===== src/rtl/triangle_checker_sat_counter.sv =====
// Saturating up-counter with synchronous clear; clear wins over increment.
module sat_counter #(
  parameter int unsigned W = 8
) (
  input  logic         clk,
  input  logic         rst,
  input  logic         inc,
  input  logic         clr,
  output logic [W-1:0] q
);

  // Count register: reset/clear to zero, otherwise increment until all ones.
  always_ff @(posedge clk) begin
    if (rst) begin
      q <= '0;
    end else if (clr) begin
      q <= '0;
    end else if (inc && (q != {W{1'b1}})) begin
      q <= q + W'(1);
    end
  end

endmodule


===== config.mk =====
export PLATFORM = sky130hd
export DESIGN_NAME = sat_counter
export DESIGN_NICKNAME = d
export VERILOG_FILES = /design/src/rtl/triangle_checker_sat_counter.sv
export SDC_FILE = /design/constraint.sdc
export NUM_CORES = 1
export LEC_CHECK = 0
export BUFFER_PORTS_ARGS = -buffer_cell sky130_fd_sc_hd__buf_2
export CAP_MARGIN = 20
export CORE_AREA = 2 2 39 41
export CTS_BUF_LIST = sky130_fd_sc_hd__clkbuf_8
export CTS_CLUSTER_DIAMETER = 120
export CTS_CLUSTER_SIZE = 28
export DETAILED_ROUTE_END_ITERATION = 6
export DIE_AREA = 0 0 41 43
export SYNTH_ARGS = -nofsm -noshare
export SYNTH_HDL_FRONTEND = slang
export SYNTH_SLANG_ARGS = --single-unit

===== constraint.sdc =====
create_clock -name clk -period 2.8 [get_ports clk]
set_input_delay 0.28 -clock clk [delete_from_list [all_inputs] [get_ports clk]]
set_output_delay 0.28 -clock clk [all_outputs]
set_load 0.03 [all_outputs]

==> results of run 1 <==
==> final cells by class <==
type | count | area share (%)
multi-input combinational | 37 | 48.5
timing repair buffer | 11 | 10.1
tap | 16 | 3.68
sequential | 8 | 29.4
clock buffer | 3 | 7.59
inverter | 1 | 0.690
==> power breakdown <==
group	total, mW	switching (mW)	internal [mW]
combinational	0.0144	0.00918	0.00522
sequential	0.116	0.00102	0.115
clock	0.142	0.0490	0.0935
total	0.273	0.0592	0.214
==> per-stage QoR <==
step / utilization [%] / instance area (um2) / setup WS (ns)
after detailed placement: 36.3 / 503 / 1.37
after global placement: 36.3 / 503 / 1.43
final: 39.3 / 544 / 1.36
after global routing: 39.3 / 544 / 1.28
after CTS: 39.3 / 544 / 1.37
after floorplan: - / 435 / 1.21
==> final timing paths <==
kind | startpoint | to | slack (ns) | cells past startpoint
min reg2reg | q[1]$_SDFFE_PP0P_ | q[1]$_SDFFE_PP0P_ | 0.49 | 2
max reg2reg | q[0]$_SDFFE_PP0P_ | q[6]$_SDFFE_PP0P_ | 1.36 | 4
min | clr | q[5]$_SDFFE_PP0P_ | 0.29 | 2
max | q[0]$_SDFFE_PP0P_ | q[6]$_SDFFE_PP0P_ | 1.36 | 4
==> metal layers <==
metal	up-vias	GRT usage (%)
met1	177	16.8
met2	10	17.8
li1	208	-
met5	-	0
met3	3	4.71
met4	0	8.00
==> logic make-up after synthesis <==
kind of cell | after synthesis | synth area share (%)
buffers and inverters | 2 | 2.59
adder cells (fa/ha/maj) | 1 | 2.87
AND/OR/NAND/NOR | 22 | 29.0
multiplexers | 4 | 9.20
AO/OA/AOI/OAI | 10 | 19.5
flip-flops | 8 | 36.8
==> Yosys cell counts, drive strengths merged <==
cell     number
nand2         6
o21ai         1
a21oi         4
a31oi         1
and3b         1
buf           1
a2111oi       1
nand3         2
ha            1
nor4          1
a21boi        3
dfxtp         8
or4           1
nand4         2
and4          2
inv           1
and3          3
nor2          1
or3           3
mux2i         4
==> results.sh, run 1 <==
export IMPL_grt_antenna_before_repair=0
export IMPL_wirelength_per_cell_um=11.3
export IMPL_tritoncts="yes"
export IMPL_wirelength_um=860
export IMPL_route_met3_wl_um=43
export IMPL_routed_via_count=398
export IMPL_die_height_um=43
export IMPL_rsz0062_at_grt="false"
export IMPL_die_area_mm2=0.00176
export IMPL_final_period_utilization_pct=51.6
export IMPL_yosysTopAreaCellShare_pct=36.8
export IMPL_worst_path_buf_inv=0
export IMPL_multiInputGateArea_um2=264
export IMPL_synthCells=47
export IMPL_initial_utilization_pct=31.5
export IMPL_cell_with_the_largest_stage_delay_on_the_worst_path="or4_1"
export IMPL_floorplan_rows=14
export IMPL_pwr_density_cell_mw_per_mm2=502
export IMPL_register_area_um2=160
export IMPL_cell_chain_critical_path="ha_1 > nand3_1 > or4_1 > and3_1"
export IMPL_wl_met1_um=388
export IMPL_die_width_um=41
export IMPL_timing_final_max_slew_violations=0
export IMPL_grt_overflow_total=0
export IMPL_route_antenna_remaining_nets=0
export IMPL_final_wtd_congestion=0.691
export IMPL_drc=0
export IMPL_critical_path_required_ns=2.92
export IMPL_cts_root_buf="clkbuf_8"
export IMPL_fin_skew_ns=0.00251
export IMPL_design_power_total_mw=0.273
export IMPL_worst_skew_pair_late_latency_ns=0.23
export IMPL_synth_cell_types=21
export IMPL_flow_area_growth_from_synthesis_pct=25.0
export IMPL_setup_tns_ns=0
export IMPL_yosys_warnings=0
export IMPL_grt_total_usage_pct=13.1
export IMPL_cts_hold_buf=0
export IMPL_kind_of_end_point_of_the_critical_path="flop"
export IMPL_pin_count_of_the_biggest_net_entering_global_routing=9
export IMPL_synth_ff_latch_count=8
export IMPL_most_common_layout_cells="buf_2, dfxtp_1, nand2_1, mux2i_1, a21oi_1"
export IMPL_clock_pin_slew_worst_setup_and_hold_paths_ns=0.04
export IMPL_critical_path_arrival_ns=1.57
export IMPL_tritoncts_num_buffers=3
export IMPL_top_regs="q: 8 flops"
export IMPL_grt_first_pass_wirelength_um=1530
export IMPL_synth_top_area_cell="dfxtp_1"
export IMPL_placed_cells_incl_taps=73
export IMPL_hold_class="in2reg"
export IMPL_layout_commonest_cell="buf_2"
export IMPL_htree_levels=1
export IMPL_cts_path_max_buffers=2
export IMPL_synth_area_per_cell_um2=9.26
export IMPL_timing_slew_headroom_pct=71.6
export IMPL_hold_viol=0
export IMPL_timing_worst_slew_pin_value_ns=0.424
export IMPL_routed_wire_length_on_met2_um=402
export IMPL_outcome="complete, no violations"
export IMPL_synth_net_count=52
export IMPL_timing_hold_ws_ns=0.288
export IMPL_fillers=141
export IMPL_syn_area_um2=435
export IMPL_fin_crit_ns=1.44
export IMPL_post_cts_resized=0
export IMPL_timing_critical_path_max_delay_family="simple AND/OR/NAND/NOR gates"
export IMPL_insertedDiodeCount=0
export IMPL_num_io_pins=12
export IMPL_drv_max_cap_violation_count=0
export IMPL_worstPathMaxFanout=5
export IMPL_fin_cells=76
export IMPL_post_drt_via_cell_ratio=5.24
export IMPL_grt_pass1_vias=340
export IMPL_synth_yosys_seq_area_share_pct=36.8
export IMPL_highest_signal_layer="met4"
export IMPL_core_area_mm2=0.00138
export IMPL_postCtsSetupRepairBufs=0
export IMPL_report_final_setup_viol=0
export IMPL_drt_pass1_iterations=4
export IMPL_io_buffer_count=11
export IMPL_cts_sinks=8
export IMPL_detailedRoute_firstIterationViolations=4
export IMPL_critPathLaunchType="flop"
export IMPL_regMostFlops="q"
export IMPL_timing_worst_setup_path_type="reg2reg"
export IMPL_power_leakage_nw=0.234
export IMPL_max_vdd_ir_drop_mv=0.228
export IMPL_fmax_ghz=0.692
export IMPL_largest_cells_by_area_after_synthesis="dfxtp_1, mux2i_1, a2111oi_4"
export IMPL_largest_reg_flops=8
export IMPL_nNetsFinal=67
export IMPL_post_route_cells_drive_above_1_share_pct=26.7
export IMPL_cp_slowest_stage_delay_ns=0.40
(Power assumes the default switching activity.)
==> inputs of run 2 (changes only) <==
==> constraint.sdc (replaced) <==
create_clock -name clk -period 1.3 [get_ports clk]
set_input_delay 0.13 -clock clk [delete_from_list [all_inputs] [get_ports clk]]
set_output_delay 0.13 -clock clk [all_outputs]
set_load 0.03 [all_outputs]
==> run 2 against run 1 <==
Clock power grew 130%. Final cell count up 2.6%. Register-to-register slack got worse by 1.3 ns. Total power rose by 120%. Global-route usage up 1.7 points. Wire length grew 25%. Sequential share of layout area rose by 0.11 points. Sequential cell count unchanged. Die area stayed put. Hold slack got worse by 0.14 ns. Critical path depth stayed put. First-iteration DRC count rose by 50%. Largest cell class unchanged.
==> results.sh, run 2 (same netlist as run 1, synthesis figures left out) <==
export IMPL_pwr_density_cell_mw_per_mm2=1020
export IMPL_tritoncts_num_buffers=3
export IMPL_grt_antenna_before_repair=0
export IMPL_layout_commonest_cell="buf_2"
export IMPL_core_area_mm2=0.00138
export IMPL_r2r_start="q[0]$_SDFFE_PP0P_"
export IMPL_fin_crit_ns=1.29
export IMPL_pin_count_of_the_biggest_net_entering_global_routing=8
export IMPL_timing_worst_setup_path_type="reg2reg"
export IMPL_num_io_pins=12
export IMPL_r2r_end="q[5]$_SDFFE_PP0P_"
export IMPL_fin_skew_ns=0.000556
export IMPL_cp_depth=4
export IMPL_drt_pass1_iterations=4
export IMPL_hold_class="in2reg"
export IMPL_grt_first_pass_wirelength_um=1720
export IMPL_grt_total_usage_pct=14.8
export IMPL_cts_root_buf="clkbuf_8"
export IMPL_timing_final_max_slew_violations=0
export IMPL_timing_reg2reg_worst_path_depth=4
export IMPL_route_antenna_remaining_nets=0
export IMPL_highest_signal_layer="met4"
export IMPL_rsz0062_at_grt="true"
export IMPL_final_wtd_congestion=0.728
export IMPL_clock_pin_slew_worst_setup_and_hold_paths_ns=0.05
export IMPL_fmax_ghz=0.777
export IMPL_top_regs="q: 8 flops"
export IMPL_postCtsSetupRepairBufs=0
export IMPL_critical_path_required_ns=1.43
export IMPL_cp_slowest_stage_delay_ns=0.36
export IMPL_wirelength_um=1070
export IMPL_timing_worst_slew_pin_value_ns=0.437
export IMPL_route_met3_wl_um=38
export IMPL_grt_pass1_vias=387
export IMPL_wl_met1_um=513
export IMPL_htree_levels=1
export IMPL_max_vdd_ir_drop_mv=0.607
export IMPL_floorplan_rows=14
export IMPL_tritoncts="yes"
export IMPL_routed_wire_length_on_met2_um=507
export IMPL_timing_hold_ws_ns=0.152
export IMPL_timing_slew_headroom_pct=70.8
export IMPL_drc=0
export IMPL_die_area_mm2=0.00176
export IMPL_die_height_um=43
export IMPL_worstPathMaxFanout=5
export IMPL_post_route_cells_drive_above_1_share_pct=46.8
export IMPL_detailedRoute_firstIterationViolations=6
export IMPL_startpoint="q[0]$_SDFFE_PP0P_"
export IMPL_wirelength_per_cell_um=13.8
export IMPL_io_buffer_count=11
export IMPL_power_leakage_nw=0.247
export IMPL_worst_path_buf_inv=0
export IMPL_most_common_layout_cells="buf_2, nand2_1, dfxtp_2, mux2i_1, a21oi_1"
export IMPL_setup_tns_ns=0
export IMPL_worst_skew_pair_late_latency_ns=0.23
export IMPL_nNetsFinal=68
export IMPL_outcome="complete, no violations"
export IMPL_initial_utilization_pct=31.5
export IMPL_regToRegSetupSlack_ns=0.01
export IMPL_critPathLaunchType="flop"
export IMPL_kind_of_end_point_of_the_critical_path="flop"
export IMPL_cell_with_the_largest_stage_delay_on_the_worst_path="dfxtp_4"
export IMPL_regMostFlops="q"
export IMPL_worstHoldStart="clr"
export IMPL_final_period_utilization_pct=99.0
export IMPL_hold_viol=0
export IMPL_worst_setup_path_endpoint="q[5]$_SDFFE_PP0P_"
export IMPL_cell_chain_critical_path="ha_4 > and3_1 > a21boi_2 > a2111oi_4"
export IMPL_routed_via_count=410
export IMPL_post_drt_via_cell_ratio=5.26
export IMPL_cts_path_max_buffers=2
export IMPL_timing_critical_path_max_delay_family="compound AO/OA/AOI/OAI gates"
export IMPL_drv_max_cap_violation_count=0
export IMPL_design_power_total_mw=0.604
export IMPL_insertedDiodeCount=0
export IMPL_largest_reg_flops=8
export IMPL_report_final_setup_viol=0
export IMPL_critical_path_arrival_ns=1.42
export IMPL_cts_sinks=8
export IMPL_place_hpwl_um=741
export IMPL_grt_overflow_total=0
export IMPL_flow_area_growth_from_synthesis_pct=36.2
export IMPL_die_width_um=41
-- run 2: how the worst min path moves through the flow --
stage / endpoint / slack [ns] / depth (start not counted)
after CTS: q[5]$_SDFFE_PP0P_ / 0.15 / 2
after floorplan: q[5]$_SDFFE_PP0P_ / 0.19 / 1
after global placement: q[5]$_SDFFE_PP0P_ / 0.38 / 2
after global routing: q[5]$_SDFFE_PP0P_ / 0.16 / 2
final: q[5]$_SDFFE_PP0P_ / 0.15 / 2
after detailed placement: q[5]$_SDFFE_PP0P_ / 0.39 / 2
-- run 2: through the flow --
stage / cell area, um2 / worst slack [ns] / utilization, % / cells
after floorplan: 468 / -0.000225 / - / 47
final: 593 / 0.0124 / 42.9 / 78
after detailed placement: 543 / 0.00494 / 39.2 / 74
after global placement: 543 / 0.0200 / 39.2 / 74
after CTS: 592 / 0.00298 / 42.8 / 78
after global routing: 593 / -0.0515 / 42.9 / 78
-- run 2: per-layer routing --
metal / vias to the layer above / global-route usage [%]
li1: 209 / -
met1: 191 / 19.0
met2: 8 / 20.9
met3: 2 / 3.14
met4: 0 / 10.0
met5: - / 0
-- run 2: layout make-up --
class	count	area, um2
Multi-Input combinational cell	37	287
Fill cell	140	791
Clock inverter	1	3.75
Timing Repair Buffer	12	62.6
Clock buffer	3	41.3
Tap cell	16	20.0
Inverter	1	3.75
Sequential cell	8	175
-- run 2: power breakdown --
| part | internal, mW | switching [mW] | total [mW] |
|---|---|---|---|
| Sequential | 0.245 | 0.00306 | 0.248 |
| Combinational | 0.0125 | 0.0212 | 0.0337 |
| Clock | 0.206 | 0.116 | 0.322 |
| Total | 0.464 | 0.140 | 0.604 |
-- run 2: worst register-to-register path: stages, from the launching register on --
cell and delay, ns:
dfxtp_4 0.36, ha_4 0.15, and3_1 0.24, a21boi_2 0.10, a2111oi_4 0.33
-- run 2: timing repair --
item                                    4_1_cts  5_1_grt
hold buffers                                  0        0
endpoints found under the setup margin        2        2
endpoints found under the hold margin         0        0
resized for setup                             1        1
==> inputs of run 3 (changes only) <==
--- a/config.mk
+++ b/config.mk
@@ -7,12 +7,12 @@
 export LEC_CHECK = 0
 export BUFFER_PORTS_ARGS = -buffer_cell sky130_fd_sc_hd__buf_2
 export CAP_MARGIN = 20
-export CORE_AREA = 2 2 39 41
+export CORE_MARGIN = 1
+export CORE_UTILIZATION = 28
 export CTS_BUF_LIST = sky130_fd_sc_hd__clkbuf_8
 export CTS_CLUSTER_DIAMETER = 120
 export CTS_CLUSTER_SIZE = 28
 export DETAILED_ROUTE_END_ITERATION = 6
-export DIE_AREA = 0 0 41 43
 export SYNTH_ARGS = -nofsm -noshare
 export SYNTH_HDL_FRONTEND = slang
 export SYNTH_SLANG_ARGS = --single-unit
==> run 3 against run 2 <==
Combinational power increased by 11%. Non-clock buffer count up 4. Total power shrank 0.86%. Critical path depth is the same. Via count rose by 5.6%. Clock-buffer cell count stayed put. Hold slack lost 0.010 ns. Sequential power about the same. Sequential share of layout area shrank 1.4 points. Largest cell class unchanged. Largest power group unchanged. Highest routed layer unchanged.
==> results.sh, run 3 (same netlist as run 1, synthesis figures left out) <==
export IMPL_outcome="complete, no violations"
export IMPL_layout_commonest_cell="buf_2"
export IMPL_rsz0062_at_grt="true"
export IMPL_register_area_um2=175
export IMPL_cts_sinks=8
export IMPL_nNetsFinal=72
export IMPL_top_regs="q: 8 flops"
export IMPL_pwr_density_cell_mw_per_mm2=963
export IMPL_clock_pin_slew_worst_setup_and_hold_paths_ns=0.04
export IMPL_hold_class="in2reg"
export IMPL_timing_worst_slew_pin_value_ns=0.468
export IMPL_post_route_cells_drive_above_1_share_pct=50.0
export IMPL_place_hpwl_um=733
export IMPL_final_wtd_congestion=0.793
export IMPL_final_period_utilization_pct=97.3
export IMPL_die_area_mm2=0.00172
export IMPL_wl_met1_um=438
export IMPL_highest_signal_layer="met4"
export IMPL_fmax_ghz=0.790
export IMPL_die_height_um=41.4
export IMPL_grt_total_usage_pct=12.6
export IMPL_worst_skew_pair_late_latency_ns=0.23
export IMPL_pin_count_of_the_biggest_net_entering_global_routing=8
export IMPL_cell_chain_critical_path="ha_4 > nand3_2 > or4_1 > and3_1"
export IMPL_timing_reg2reg_worst_path_depth=4
export IMPL_cp_slowest_stage_delay_ns=0.39
export IMPL_hold_viol=0
export IMPL_routed_via_count=433
export IMPL_place_ws_ns=-0.00804
export IMPL_critical_path_arrival_ns=1.39
export IMPL_drc=0
export IMPL_cts_hold_buf=0
export IMPL_report_final_setup_viol=0
export IMPL_grt_first_pass_wirelength_um=1550
export IMPL_htree_levels=1
export IMPL_largest_reg_flops=8
export IMPL_timing_worst_setup_path_type="reg2reg"
export IMPL_drt_pass1_iterations=4
export IMPL_number_of_instances_on_the_worst_hold_path=2
export IMPL_initial_utilization_pct=31.9
export IMPL_cell_with_the_largest_stage_delay_on_the_worst_path="or4_1"
export IMPL_fin_crit_ns=1.27
export IMPL_finalCoreUtilization_pct=45.5
export IMPL_die_width_um=41.4
export IMPL_core_area_mm2=0.00137
export IMPL_tritoncts_num_buffers=3
export IMPL_critPathLaunchType="flop"
export IMPL_wirelength_per_cell_um=12.3
export IMPL_timing_final_max_slew_violations=0
export IMPL_fin_skew_ns=0.000634
export IMPL_timing_hold_ws_ns=0.142
export IMPL_critical_path_required_ns=1.42
export IMPL_io_buffer_count=11
export IMPL_max_vdd_ir_drop_mv=0.547
export IMPL_fillers=139
export IMPL_layout_setup_ws_ns=0.0346
export IMPL_insertedDiodeCount=0
export IMPL_routed_wire_length_on_met2_um=471
export IMPL_drv_max_cap_violation_count=0
export IMPL_grt_pass1_vias=352
export IMPL_post_drt_via_cell_ratio=5.35
export IMPL_detailedRoute_firstIterationViolations=6
export IMPL_most_common_layout_cells="buf_2, nand2_1, dfxtp_2, buf_4"
export IMPL_grt_antenna_before_repair=0
export IMPL_tritoncts="yes"
export IMPL_route_met3_wl_um=66
export IMPL_worstPathMaxFanout=5
export IMPL_num_io_pins=12
export IMPL_timing_slew_headroom_pct=68.7
export IMPL_flow_area_growth_from_synthesis_pct=42.8
export IMPL_route_antenna_remaining_nets=0
export IMPL_multiInputGateArea_um2=287
export IMPL_wirelength_um=995
export IMPL_power_leakage_nw=0.268
export IMPL_cts_path_max_buffers=2
export IMPL_grt_overflow_total=0
export IMPL_cts_root_buf="clkbuf_8"
export IMPL_floorplan_rows=13
export IMPL_kind_of_end_point_of_the_critical_path="flop"
export IMPL_regMostFlops="q"
[run 3: layout make-up]
| cell class | instances | share of cell area, % |
|---|---|---|
| clock buffer | 3 | 6.64 |
| clock inverter | 1 | 0.604 |
| inverter | 1 | 0.604 |
| multi-input combinational | 37 | 46.1 |
| sequential | 8 | 28.2 |
| tap | 15 | 3.02 |
| timing repair buffer | 16 | 14.9 |
[run 3: report_power, final]
part,total [mW],internal [mW],switching [mW]
sequential,0.248,0.246,0.00248
combinational,0.0373,0.0148,0.0225
clock,0.314,0.205,0.108
total,0.599,0.466,0.133
[run 3: critical path, delay by kind of cell (launching register included)]
family,cells,cell delay [ns]
AND/OR/NAND/NOR,3,0.65
flip-flops,1,0.35
adder cells (fa/ha/maj),1,0.15
[run 3: final timing paths]
| kind | from | endpoint | slack (ns) |
|---|---|---|---|
| setup / recovery | q[0]$_SDFFE_PP0P_ | q[6]$_SDFFE_PP0P_ | 0.03 |
| hold / removal | clr | q[5]$_SDFFE_PP0P_ | 0.14 |
| setup reg to reg | q[0]$_SDFFE_PP0P_ | q[6]$_SDFFE_PP0P_ | 0.03 |
| hold reg to reg | q[2]$_SDFFE_PP0P_ | q[2]$_SDFFE_PP0P_ | 0.55 |
[run 3: stage by stage]
| step | instances | power [mW] | setup TNS, ns | area, um2 |
|---|---|---|---|---|
| 6_report | 81 | 0.599 | 0 | 622 |
| 3_3_place_gp | 74 | 0.286 | 0 | 549 |
| 3_5_place_dp | 74 | 0.286 | -0.0133 | 549 |
| 5_1_grt | 81 | 0.626 | -0.0324 | 622 |
| 2_1_floorplan | 47 | 0.269 | -0.000225 | 468 |
| 4_1_cts | 78 | 0.608 | 0 | 598 |
[run 3: per-layer routing]
layer	GRT usage, %	vias up
li1	-	218
met1	13.8	195
met2	19.1	17
met3	6.52	3
met4	7.74	0
met5	0	-
[run 3: repair_timing]
| item | CTS | global route |
|---|---|---|
| gates resized for setup | 1 | 1 |
| pin swaps | 0 | 1 |
| gates cloned | 0 | 0 |
| buffers inserted | 0 | 3 |
| setup endpoints to repair | 2 | 3 |
